File: src/rtl/conv_layer_scheduler.sv
// conv_layer_scheduler
//
// Sequences one convolution layer over NUM_KERNELS kernels. For each kernel it
// requests the weights, strobes the convolution FSM, gates the shift-register
// enable while the kernel runs, and then waits a fixed drain window for the
// output writeback. After the last kernel it pulses layer_done.
//
// Optional feature: define CONV_LAYER_SCHED_WATCHDOG_EN to enable the CONV-phase
// watchdog. When the macro is undefined, watchdog_err is tied low and CONV waits
// indefinitely for conv_done.
//
// Ports:
//   clock, reset      rising-edge clock, asynchronous active-high reset
//   layer_start       run a layer (accepted only when idle)
//   layer_abort       return to idle from any busy state, top priority
//   kernel_load_ack   weight loader finished the current kernel
//   row_shift_in_rdy  input row data valid this cycle
//   conv_done         single-cycle completion pulse from the convolution FSM
//   kernel_load_req   level request for the weights of kernel_index
//   kernel_index      current kernel, 0..NUM_KERNELS-1
//   input_start       start strobe to the convolution FSM
//   conv_enable       gated shift-register / FSM enable
//   busy              high whenever not idle
//   layer_done        one-cycle pulse at layer completion
//   watchdog_err      sticky watchdog expiry flag
module conv_layer_scheduler #(
  parameter int unsigned NUM_KERNELS     = 4,
  parameter int unsigned KERNEL_IDX_BW   = 2,
  parameter int unsigned DRAIN_CYCLES    = 4,
  parameter int unsigned WATCHDOG_CYCLES = 1024
) (
  input  logic                     clock,
  input  logic                     reset,
  input  logic                     layer_start,
  input  logic                     layer_abort,
  input  logic                     kernel_load_ack,
  input  logic                     row_shift_in_rdy,
  input  logic                     conv_done,
  output logic                     kernel_load_req,
  output logic [KERNEL_IDX_BW-1:0] kernel_index,
  output logic                     input_start,
  output logic                     conv_enable,
  output logic                     busy,
  output logic                     layer_done,
  output logic                     watchdog_err
);

  // Reject illegal configurations at elaboration time.
  if (NUM_KERNELS < 1 || NUM_KERNELS > (1 << KERNEL_IDX_BW) ||
      DRAIN_CYCLES < 1 || DRAIN_CYCLES > 65535 ||
      WATCHDOG_CYCLES < 1 || WATCHDOG_CYCLES > 65535) begin : gen_param_check
    $error("conv_layer_scheduler: illegal parameter combination");
  end

  localparam logic [15:0]              DrainLast  = 16'(DRAIN_CYCLES - 1);
  localparam logic [KERNEL_IDX_BW-1:0] LastKernel = KERNEL_IDX_BW'(NUM_KERNELS - 1);

  typedef enum logic [2:0] {
    StIdle,
    StLoad,
    StStart,
    StConv,
    StDrain,
    StDone
  } state_e;

  state_e                     state_q, state_d;
  logic [KERNEL_IDX_BW-1:0]   kidx_q, kidx_d;
  logic [15:0]                drain_q, drain_d;
  logic                       enable_window;

`ifdef CONV_LAYER_SCHED_WATCHDOG_EN
  localparam logic [15:0] WdLast = 16'(WATCHDOG_CYCLES - 1);
  logic [15:0] wd_q, wd_d;
  logic        werr_q, werr_d;
`endif

  // State register and all sequential state.
  always_ff @(posedge clock or posedge reset) begin
    if (reset) begin
      state_q <= StIdle;
      kidx_q  <= '0;
      drain_q <= '0;
`ifdef CONV_LAYER_SCHED_WATCHDOG_EN
      wd_q    <= '0;
      werr_q  <= 1'b0;
`endif
    end else begin
      state_q <= state_d;
      kidx_q  <= kidx_d;
      drain_q <= drain_d;
`ifdef CONV_LAYER_SCHED_WATCHDOG_EN
      wd_q    <= wd_d;
      werr_q  <= werr_d;
`endif
    end
  end

  // Next-state logic.
  always_comb begin
    state_d = state_q;
    kidx_d  = kidx_q;
    drain_d = drain_q;
`ifdef CONV_LAYER_SCHED_WATCHDOG_EN
    wd_d    = wd_q;
    werr_d  = werr_q;
`endif
    if (layer_abort && (state_q != StIdle)) begin
      // Abort beats every same-cycle event; kernel_index is left as is.
      state_d = StIdle;
    end else begin
      unique case (state_q)
        StIdle: begin
          if (layer_start) begin
            state_d = StLoad;
            kidx_d  = '0;
`ifdef CONV_LAYER_SCHED_WATCHDOG_EN
            werr_d  = 1'b0;
`endif
          end
        end
        StLoad: begin
          if (kernel_load_ack) state_d = StStart;
        end
        StStart: begin
          // The convolution FSM samples input_start on the first rdy cycle.
          if (row_shift_in_rdy) begin
            state_d = StConv;
`ifdef CONV_LAYER_SCHED_WATCHDOG_EN
            wd_d    = '0;
`endif
          end
        end
        StConv: begin
          if (conv_done) begin
            state_d = StDrain;
            drain_d = '0;
`ifdef CONV_LAYER_SCHED_WATCHDOG_EN
          end else if (wd_q == WdLast) begin
            state_d = StIdle;
            werr_d  = 1'b1;
          end else begin
            wd_d    = wd_q + 16'd1;
`endif
          end
        end
        StDrain: begin
          if (drain_q == DrainLast) begin
            if (kidx_q == LastKernel) begin
              state_d = StDone;
            end else begin
              state_d = StLoad;
              kidx_d  = kidx_q + KERNEL_IDX_BW'(1);
            end
          end else begin
            drain_d = drain_q + 16'd1;
          end
        end
        StDone: begin
          state_d = StIdle;
        end
        default: begin
          state_d = StIdle;
        end
      endcase
    end
  end

  // Moore outputs plus the rdy-gated enable.
  always_comb begin
    kernel_load_req = 1'b0;
    input_start     = 1'b0;
    busy            = 1'b1;
    layer_done      = 1'b0;
    enable_window   = 1'b0;
    unique case (state_q)
      StIdle:  busy = 1'b0;
      StLoad:  kernel_load_req = 1'b1;
      StStart: begin
        input_start   = 1'b1;
        enable_window = 1'b1;
      end
      StConv:  enable_window = 1'b1;
      StDone:  layer_done = 1'b1;
      default: ;
    endcase
    conv_enable = enable_window & row_shift_in_rdy;
  end

  assign kernel_index = kidx_q;

`ifdef CONV_LAYER_SCHED_WATCHDOG_EN
  assign watchdog_err = werr_q;
`else
  assign watchdog_err = 1'b0;
`endif

endmodule

File: config.mk
export PLATFORM = sky130hd
export DESIGN_NAME = conv_layer_scheduler
export DESIGN_NICKNAME = d
export VERILOG_FILES = /design/src/rtl/conv_layer_scheduler.sv
export SDC_FILE = /design/constraint.sdc
export NUM_CORES = 1
export LEC_CHECK = 0
export ABC_AREA = 1
export ABC_CLOCK_PERIOD_IN_PS = 1300
export CORE_ASPECT_RATIO = 1.5
export CORE_MARGIN = 4
export CORE_UTILIZATION = 51
export CTS_CLUSTER_SIZE = 8
export DETAILED_ROUTE_END_ITERATION = 8
export GPL_ROUTABILITY_DRIVEN = 0
export GPL_TIMING_DRIVEN = 0
export HOLD_SLACK_MARGIN = 0.06
export PLACE_DENSITY = 0.73
export REMOVE_ABC_BUFFERS = 1
export SYNTH_ARGS = -nofsm -noshare
export SYNTH_HDL_FRONTEND = slang
export SYNTH_SLANG_ARGS = --single-unit
File: constraint.sdc
create_clock -name clock -period 1.3 [get_ports clock]
set_input_delay 0.13 -clock clock [delete_from_list [all_inputs] [get_ports clock]]
set_output_delay 0.13 -clock clock [all_outputs]
set_load 0.05 [all_outputs]
# Yosys cells after proc, flatten, opt, wreduce, memory -nomap -nowiden
# Index checks and enable logic that the tools add are counted.
# word_totals
regBits,21
input_bits,7
output_inout_bits,8
# op_classes
addsub,2
n_eq_ne,17
n_mux,20
n_bitwise,2
n_reduce_logical,9
# ops
cell,count
16-bit 2-to-1 mux,2
16-bit one-hot mux with 2 select lines,1
3-bit 2-to-1 mux,7
"16-bit by 1-bit adder with 16-bit output, second input constant",1
"16-bit by 2-bit == test with 1-bit output, second input constant",1
"3-bit inequality test, second input constant",5
3-bit one-hot mux with 5 select lines,1
"2-bit inequality test, second input constant",5
5-bit AND reduction,2
"3-bit by 2-bit == test with 1-bit output, second input constant",2
"3-bit == test, second input constant",2
2-bit 2-to-1 mux,3
1-bit 2-to-1 mux,5
2-bit one-hot mux with 2 select lines,1
4-bit AND reduction,1
2-bit nonzero test,2
"3-bit by 1-bit == test with 1-bit output, second input constant",1
3-bit logical NOT,1
3-bit nonzero test,1
"2-bit by 1-bit adder with 2-bit output, second input constant",1
"2-bit == test, second input constant",1
2-bit OR reduction,1
1-bit AND,1
1-bit logical AND,1
1-bit NOT,1

# Depth between registers and ports, before layout
# Gate-level depths: netlist of run 1.
# depth
word_depth,5
mapped_depth,9

# Worst setup path after synthesis of run 1
# No wires, ideal clock.
# synth_timing
path_kind,reg2reg
startpoint,register state_q[2]
endpoint,register state_q[0]
setup_ns,0.066
t_arrival_ns,1.795
required_ns,1.234
slack_ns,-0.561
stages_incl_launch_ff,10
n_path_buf,0
period_less_slack_ns,1.861
path_cell_list,dfrtp_1 > inv_2 > nand2_1 > nor2_1 > nand2_1 > nand2_1 > nor2_2 > nand2_1 > nand3_1 > nand2_1
# synth_via
elab_chain_len,4
elab_cells_between_ends,15
classes_between,9 x eq/ne; 2 x mux; 4 x reduce/logical
# synth_lines
element,line_no,source
from (decl),67,"state_e state_q, state_d;"
from (signal assigned),81,state_q <= StIdle;
from (signal assigned),89,state_q <= state_d;
3-bit nonzero test,108,if (layer_abort && (state_q != StIdle)) begin
1-bit logical AND,108,
3-bit inequality test (no source line),n/a,
5-bit AND reduction (no source line),n/a,
# Parallel ways exist; a longest one is shown, timed or not.
# A chain may end at the register's enable or synchronous reset.

# Worst setup path after layout of run 1
# layout_timing
startpoint,register state_q[1]
endpoint,register drain_q[14]
# layout_via
elab_chain_len,4
elab_cells_between_ends,10
classes_between,4 x eq/ne; 1 x mux; 1 x bitwise; 4 x reduce/logical
# layout_lines
element,line_no,source
"parallel branches: the longest is 4 deep, another holds 4-bit AND reduction",n/a,
to (signal assigned),91,drain_q <= drain_d;
to (decl),69,"logic [15:0] drain_q, drain_d;"
# Several ways; the timed one is not identified.

==> out/results.txt, run 1 <==
Syn. warnings - 0
Number of H-tree levels - 1
Largest net degree at the start of global routing - 22
Cells taking the most area after synthesis - dfrtp_1, nand2_1, nor2_1
Skew final - 13.7 ps
Reg clk slew, reported paths - 100 ps
Max-Slew Margin vs Limit - 0.432
Detailed Route Iter0 Violations - 125
PD cells - 1520 nW/um^2
Post-synthesis adder-cell area fraction - 0.0164
Hold Crit Class - in -> async
CTS tree - built
First-pass detailed-route iteration total - 5
Via count - 1831
Share of Yosys cell area claimed by the top area cell type - 0.345
Max Cap Viol - 0
DP HPWL - 2.41 mm
CTS root buffer - clkbuf_8
IO Count - 15
Fmax - 0.635 GHz
Initial antenna violation count - 0
Ant diodes - 0
Congestion Overflow GR - 0
Nets - 288
Ys async rst share - 1.00
FF-to-FF End - drain_q[14]
Num CTS Buffers - 3
Status - complete, but fails checks
Fin. max-slew vios - 0
Synthesized area per cell - 6.74 sq um
Worst endpoint data arrival time - 1730 ps
Post-synthesis instance total - 226
Min setup slack post-route - -275 ps
Post-Synthesis Cell Area - 1520 sq um
Remaining DRCs - 0
First-pass GRT wire length - 7.56 mm
Die Span Y - 75.0 um
Clock period minus worst slack - 1570 ps
Max Root-Sink Buffers - 2
Routed Antenna Nets - 0
Final period util - 1.21
Share of cells above drive strength 1 - 0.475
Final Hold Viols - 0
Overall die area - 3940 sq um
CP Capture Type - flip-flop
Die width - 52.6 um
Xor/xnor share of the synthesized area - 0.0345
Largest family of logic cells by synthesized area - simple AND/OR/NAND/NOR gates
Vias per inst - 5.78
Starting density of the core - 0.529
FF-to-FF path depth - 10
DP Worst Slack - -487 ps
Crit start category - flip-flop
Crit Path Category - reg -> reg
Aggregate global-route resource usage - 0.263
Row Count - 24
Vias in the first global route - 1646
Worst slew pin tran - 851 ps
RSZ-0062 raised after global routing - true
RR Startpoint - state_q[1]
Failing checks - setup timing
Crit-path max FO - 8
Worst-Skew Late Latency - 280 ps
Area delta synth->final - 54.4%
Most frequent cells in the layout - nand2_1, buf_4, nor2_1
LEAKAGE - 1.03 nW
Synth Area in Compound Gates - 0.0714
Port buffer count - 13
Post-Synth Simple-Gate Area - 0.451
Drt wl/cell - 18.0 um
Register-to-Register Setup Slack - -270 ps
Yosys reg bits - 21
Required time worst endpoint - 1460 ps
Synth unique cells - 30
# setup viols final - 26
Num Clock Sinks - 21
Synth area leader - dfrtp_1
Sequential share of the synthesized area - 0.345
Routed WL - 5.70 mm
Commonest non-fill, non-tap cell in the layout - nand2_1
Post-synthesis mux area share - 0
Peak VDD IR - 1.51 mV
Fin Setup TNS - -4790 ps
Core ar. - 2880 sq um
Post-synth EDFFs - 0
Primary FF master, synth - dfrtp_1
## stage by stage
step / std cells / instance area [sq um] / total power [mW] / hold slack [ps] / utilization
5_1_grt: 317 / 2350 / 3.72 / 416 / 0.816
3_5_place_dp: 273 / 1660 / 1.96 / 512 / 0.577
4_1_cts: 303 / 2140 / 3.17 / 356 / 0.743
6_report: 317 / 2350 / 3.56 / 346 / 0.816
2_1_floorplan: 221 / 1480 / 1.66 / 107 / -
3_3_place_gp: 273 / 1660 / 1.96 / 509 / 0.577
## cell usage after synthesis, types with 2 or more instances
cell type / instances
nand4_1: 6
ha_1: 2
inv_1: 16
nand2_1: 78
xnor2_1: 3
xor2_1: 3
o21bai_1: 2
dfrtp_1: 21
o21ai_0: 4
nor2_1: 38
or2_2: 3
nand3_1: 19
o21ai_2: 5
nand2_4: 3
buf_2: 2
inv_2: 2
o21ai_1: 5
buf_6: 2
## state kept, by name, indices dropped and copies added (netlist names)
signal        count
drain_q          16
state_q           3
kernel_index      2
## critical path, cell delays in order, from the launching register on
cell and delay (ps):
dfrtp_2 460, nor2_4 150, buf_6 110, nand2_4 50, nand2_4 90, nand2_4 60
clkinv_4 70, nand3_4 140, buf_12 190, nand2_2 60, o21ai_1 80
## how the worst max path moves through the flow
stage | slack [ps] | end | cells past startpoint | startpoint
5_1_grt | -320 | drain_q[14] | 10 | state_q[1]
2_1_floorplan | -560 | state_q[0] | 9 | state_q[2]
3_3_place_gp | -490 | input_start | 4 | state_q[2]
4_1_cts | -160 | drain_q[14] | 9 | state_q[0]
3_5_place_dp | -490 | input_start | 4 | state_q[2]
6_report | -270 | drain_q[14] | 10 | state_q[1]
## metal layers
metal,GRT usage,vias to the layer above,wire (um)
met5,0,-,0
met1,0.261,862,1870
li1,-,822,-
met2,0.490,111,3190
met3,0.0416,36,324
met4,0.173,0,321
## repair_timing
| item | CTS | global route |
|---|---|---|
| pin swaps | 15 | 19 |
| gates resized for setup | 98 | 42 |
| gates cloned | 2 | 0 |
| setup endpoints to repair | 28 | 28 |
| hold buffers | 0 | 0 |
| setup buffers | 24 | 14 |
## area by class of cell
cell class / instances / area [sq um]
clock buffers: 3 / 41.3
clock inverters: 1 / 5.00
fillers: 184 / 531
inverters: 20 / 97.6
multi-input cells: 182 / 1140
flip-flops and latches: 21 / 544
well taps: 39 / 48.8
repair buffers: 51 / 474
## power by group
part,internal [mW],switching (mW),total [mW]
clock,0.215,0.255,0.470
sequential,0.724,0.0884,0.813
combinational,0.948,1.33,2.28
## cells by family (layout without fill, tap and decap cells)
family / count (synthesis) / in the layout
compound gates: 17 / 17
xor+xnor: 6 / 6
simple gates: 154 / 156
buf+inv: 25 / 75
fa+ha+maj: 2 / 2
other cells: 1 / 1
flops: 21 / 21
No activity file was read; power rests on OpenSTA's default activity.
==> inputs of run 2 (changes only) <==
--- a/config.mk
+++ b/config.mk
@@ -9,2 +9,3 @@
 export ABC_CLOCK_PERIOD_IN_PS = 1300
+export CAP_MARGIN = 10
 export CORE_ASPECT_RATIO = 1.5
==> constraint.sdc (replaced) <==
create_clock -name clock -period 1.3 [get_ports clock]
set_input_delay 0.26 -clock clock [delete_from_list [all_inputs] [get_ports clock]]
set_output_delay 0.26 -clock clock [all_outputs]
set_load 0.05 [all_outputs]
==> run 2 against run 1 <==
Against the previous run: the flow still finishes with violations (setup timing); clock skew shrank 7.8 ps; clock-buffer cell count is the same; highest routed layer unchanged; first-iteration DRC count shrank 19%; via count shrank 4.7%; critical path depth shrank 2; non-clock buffer count shrank 2; critical path type unchanged; global-route usage shrank 1.5 points; core utilization shrank 3.2 points; total power shrank 6.6%; register-to-register slack gained 40 ps; setup slack gained 44 ps.
==> out/results.txt, run 2 (synthesis gave the netlist of run 1 again) <==
RSZ-0062 raised after global routing - true
Hold Crit Class - in -> async
Remaining DRCs - 0
Overall die area - 3940 sq um
Row Count - 24
Min setup slack post-route - -231 ps
Delay of the slowest critical-path stage - 470 ps
Status - complete, but fails checks
WHS - 468 ps
CP top delay family - simple AND/OR/NAND/NOR gates
Ordered list of cells on the worst path - nor2_1 > nand2_1 > nor2_4 > nand2_1 > nand2_2 > nand2_1 > o21ai_1 > inv_1
Routed Antenna Nets - 0
Area delta synth->final - 48.3%
IO Count - 15
Most frequent cells in the layout - nand2_1, nor2_1, buf_4
Max-Slew Margin vs Limit - 0.415
Final Hold Viols - 0
Critical path's slowest cell - dfrtp_2
Initial antenna violation count - 0
Reg with most FFs - drain_q
Max Root-Sink Buffers - 2
Fin Setup TNS - -4720 ps
Final period util - 1.18
Starting density of the core - 0.529
DP Cell Count - 273
PD cells - 1470 nW/um^2
First-pass GRT wire length - 7.25 mm
Detailed Route Iter0 Violations - 101
Ant diodes - 0
Worst-Skew Late Latency - 270 ps
Max Cap Viol - 0
LEAKAGE - 1.01 nW
CTS tree - built
Fin. max-slew vios - 0
Vias per inst - 5.54
Cell depth of the worst setup path - 8
Via count - 1745
Congestion Overflow GR - 0
Clock period minus worst slack - 1530 ps
First-pass detailed-route iteration total - 4
FF-to-FF path depth - 8
Max FFs per register - 16
Multi-input logic area - 1070 sq um
Port buffer count - 13
Total power draw - 3.33 mW
CP Buf/Inv Count - 1
FF+latch area - 543 sq um
CP Capture Type - flip-flop
Largest net degree at the start of global routing - 22
Nets - 286
Crit path top cell by count - nand2_1
# setup viols final - 26
Aggregate global-route resource usage - 0.248
Post-cts hold buffer count - 0
Num Clock Sinks - 21
Routed WL - 4.87 mm
Crit start category - flip-flop
Fillers - 187
Vias in the first global route - 1620
Core ar. - 2880 sq um
DP Worst Slack - -617 ps
Fmax - 0.653 GHz
Crit-path max FO - 7
Commonest non-fill, non-tap cell in the layout - nand2_1
Share of cells above drive strength 1 - 0.420
Failing checks - setup timing
Peak VDD IR - 1.73 mV
Num CTS Buffers - 3
Drt wl/cell - 15.4 um
Number of H-tree levels - 1
Crit Path Category - reg -> reg
DP HPWL - 2.41 mm
Reg clk slew, reported paths - 90 ps
Layout Cells excl Fill - 315
Worst slew pin tran - 877 ps
Die Span Y - 75.0 um
CTS root buffer - clkbuf_8
Required time worst endpoint - 1460 ps
Skew final - 5.90 ps
Worst endpoint data arrival time - 1690 ps
Die width - 52.6 um
run 2: changes by cell type in the layout (fill, tap and decap cells not counted), sizes merged:
| cell | previous run | this run |
|---|---|---|
| clkbuf | 5 | 3 |
run 2: report_power, final:
group          leakage, nW  switching [mW]  internal [mW]
sequential           0.267           0.107          0.724
clock               0.0255           0.246          0.214
combinational        0.715            1.19          0.848
run 2: area by class of cell:
cell class | instances | area share
clock buffer | 3 | 0.0183
clock inverter | 1 | 0.00221
inverter | 20 | 0.0421
multi-input combinational | 182 | 0.472
sequential | 21 | 0.240
tap | 39 | 0.0216
timing repair buffer | 49 | 0.203
run 2: worst paths after layout:
path / start / endpoint / slack (ps)
worst min-delay path: reset / kernel_index[0] / 470
worst max-delay path: drain_q[4] / state_q[2] / -230
worst max register to register: drain_q[4] / state_q[2] / -230
max in group asynchronous: reset / drain_q[3] / 230
min in group clock: kernel_index[1] / kernel_index[1] / 540
worst min register to register: kernel_index[1] / kernel_index[1] / 540
run 2: timing repair:
item,4_1_cts,5_1_grt
gates cloned,2,0
setup endpoints to repair,28,28
hold endpoints to repair,0,0
pin swaps,13,13
gates resized for setup,88,35
buffers inserted,23,13
run 2: stage by stage:
| step | area, sq um | util |
|---|---|---|
| CTS | 2080 | 0.721 |
| global route | 2260 | 0.784 |
| detailed placement | 1660 | 0.577 |
| floorplan | 1480 | - |
| global placement | 1660 | 0.577 |
| finish | 2260 | 0.784 |
run 2: worst register-to-register path, delay by kind of cell (launching register included):
kind	cells	cell delay, ps
buffers and inverters	1	50
AOI/OAI and AO/OA	1	140
DFF	1	470
and+or+nand+nor	6	760
run 2: layer usage:
metal  track usage  part of all wire  wire length (um)  vias to the layer above
met5             0                 0                 0                        -
met1         0.256              0.34              1680                      825
met3        0.0337             0.054               264                       29
li1              -                 -                 -                      819
met4         0.142             0.063               308                        0
met2         0.464              0.54              2620                       72
==> inputs of run 3 (changes only) <==
Settings changed: CORE_UTILIZATION 51 to 53, CTS_BUF_LIST set to sky130_fd_sc_hd__clkbuf_4 sky130_fd_sc_hd__clkbuf_8, PLACE_DENSITY 0.73 to 0.76.
==> run 3 against run 2 <==
Against the previous run: the flow still finishes with violations (setup timing); total power down 0.95%; final cell count is 2.2% lower; non-clock buffer count decreased by 5; wire length down 3.7%; flip-flop and latch count unchanged; sequential power fell by 1%; sequential share of layout area grew 0.22 points; critical path type unchanged; critical endpoint is now drain_q[15].
==> out/results.txt, run 3 (synthesis gave the netlist of run 1 again) <==
CTS tree - built
Failing checks - setup timing
Worst endpoint data arrival time - 1700 ps
Fmax - 0.651 GHz
Clock period minus worst slack - 1540 ps
Post-cts hold buffer count - 0
Die width - 51.8 um
First-pass GRT wire length - 7.67 mm
CTS root buffer - clkbuf_8
Fin. max-slew vios - 0
Nets - 281
Core ar. - 2710 sq um
Aggregate global-route resource usage - 0.268
Min setup slack post-route - -236 ps
Peak VDD IR - 1.60 mV
Ant diodes - 0
Hold Crit Class - in -> async
Crit Path Category - reg -> reg
Crit start category - flip-flop
Seq pwr share - 0.249
Max Root-Sink Buffers - 2
Num CTS Buffers - 3
Most frequent cells in the layout - nand2_1, nor2_1, buf_4
Status - complete, but fails checks
Congestion Overflow GR - 0
FF-to-FF path depth - 7
Drt wl/cell - 15.2 um
DP Cell Count - 271
Total power draw - 3.30 mW
Via count - 1678
Max-Slew Margin vs Limit - 0.443
PD cells - 1490 nW/um^2
Num Clock Sinks - 21
Routed Antenna Nets - 0
Required time worst endpoint - 1460 ps
Final period util - 1.18
Routed WL - 4.69 mm
Die Span Y - 73.7 um
Clock power share - 0.135
Max FFs per register - 16
Final Hold Viols - 0
Number of H-tree levels - 1
Final Cell Area - 2210 sq um
IO Count - 15
Commonest non-fill, non-tap cell in the layout - nand2_1
FF+latch area - 537 sq um
Max Cap Viol - 0
Worst-Skew Late Latency - 260 ps
RSZ-0062 raised after global routing - true
Reg with most FFs - drain_q
Layout Cells excl Fill - 308
Share of cells above drive strength 1 - 0.406
Combinational power share - 0.616
DP HPWL - 2.41 mm
DP Worst Slack - -639 ps
Skew final - 3.67 ps
Fillers - 172
Net switching fraction of the power - 0.465
Detailed Route Iter0 Violations - 53
Reg clk slew, reported paths - 80 ps
Pint - 1.76 mW
Net switching power - 1.54 mW
Crit-path max FO - 6
Placed inst area - 1660 sq um
Vias per inst - 5.45
Fin Setup TNS - -4730 ps
Vias in the first global route - 1702
Port buffer count - 13
Worst slew pin tran - 834 ps
Starting density of the core - 0.563
Area delta synth->final - 45.2%
Multi-input logic area - 1080 sq um
Initial antenna violation count - 0
Remaining DRCs - 0
Overall die area - 3810 sq um
LEAKAGE - 0.986 nW
# setup viols final - 26
Largest net degree at the start of global routing - 22
Row Count - 23
First-pass detailed-route iteration total - 4
CP Capture Type - flip-flop
run 3: changes by cell type in the layout (fill, tap and decap cells not counted), sizes merged:
cell    change
buf         -5
clkinv      -1
inv         +1
run 3: layout make-up:
class / count / area share
Inverter: 20 / 0.0452
Timing Repair Buffer: 44 / 0.183
Multi-Input combinational cell: 182 / 0.487
Clock inverter: 1 / 0.00226
Clock buffer: 3 / 0.0187
Tap cell: 37 / 0.0209
Sequential cell: 21 / 0.243
run 3: final timing paths:
| check | end | startpoint | slack [ps] |
|---|---|---|---|
| worst max-delay path | drain_q[15] | state_q[0] | -240 |
| worst min-delay path | kernel_index[1] | reset | 460 |
| worst max register to register | drain_q[15] | state_q[0] | -240 |
| worst min register to register | kernel_index[1] | kernel_index[1] | 550 |
| max in group asynchronous | drain_q[15] | reset | 270 |
| min in group clock | kernel_index[1] | kernel_index[1] | 550 |
run 3: power by group through the flow:
stage | registers [mW] | logic (mW) | clock network [mW]
6_report | 0.822 | 2.03 | 0.445
5_1_grt | 0.827 | 2.17 | 0.466
4_1_cts | 0.810 | 1.84 | 0.435
3_5_place_dp | 0.836 | 1.13 | 0
3_3_place_gp | 0.833 | 1.12 | 0
2_1_floorplan | 0.851 | 0.811 | 0
run 3: repair_timing:
item,4_1_cts,5_1_grt
pin swaps,9,8
buffers inserted,27,4
endpoints found under the setup margin,28,27
gates resized for setup,96,26
cloned,2,0
endpoints found under the hold margin,0,0
run 3: stage by stage:
| step | utilization | hold slack, ps |
|---|---|---|
| floorplan | - | 237 |
| global placement | 0.614 | 514 |
| detailed placement | 0.614 | 516 |
| CTS | 0.788 | 481 |
| global route | 0.818 | 557 |
| finish | 0.818 | 457 |
run 3: worst max-delay path, cell delays in order, from the launching register on:
cell and delay, ps:
dfrtp_2 460, nor2_4 210, nand2_4 140, nand2_4 150, nand3_4 170, buf_12 190, nand2_4 50, o21ai_2 50
run 3: routing by layer:
layer | share of wire | vias up | track usage
met1 | 0.37 | 787 | 0.294
met2 | 0.55 | 60 | 0.466
met5 | 0 | - | 0
met3 | 0.044 | 19 | 0.0406
met4 | 0.044 | 0 | 0.181
li1 | - | 812 | -
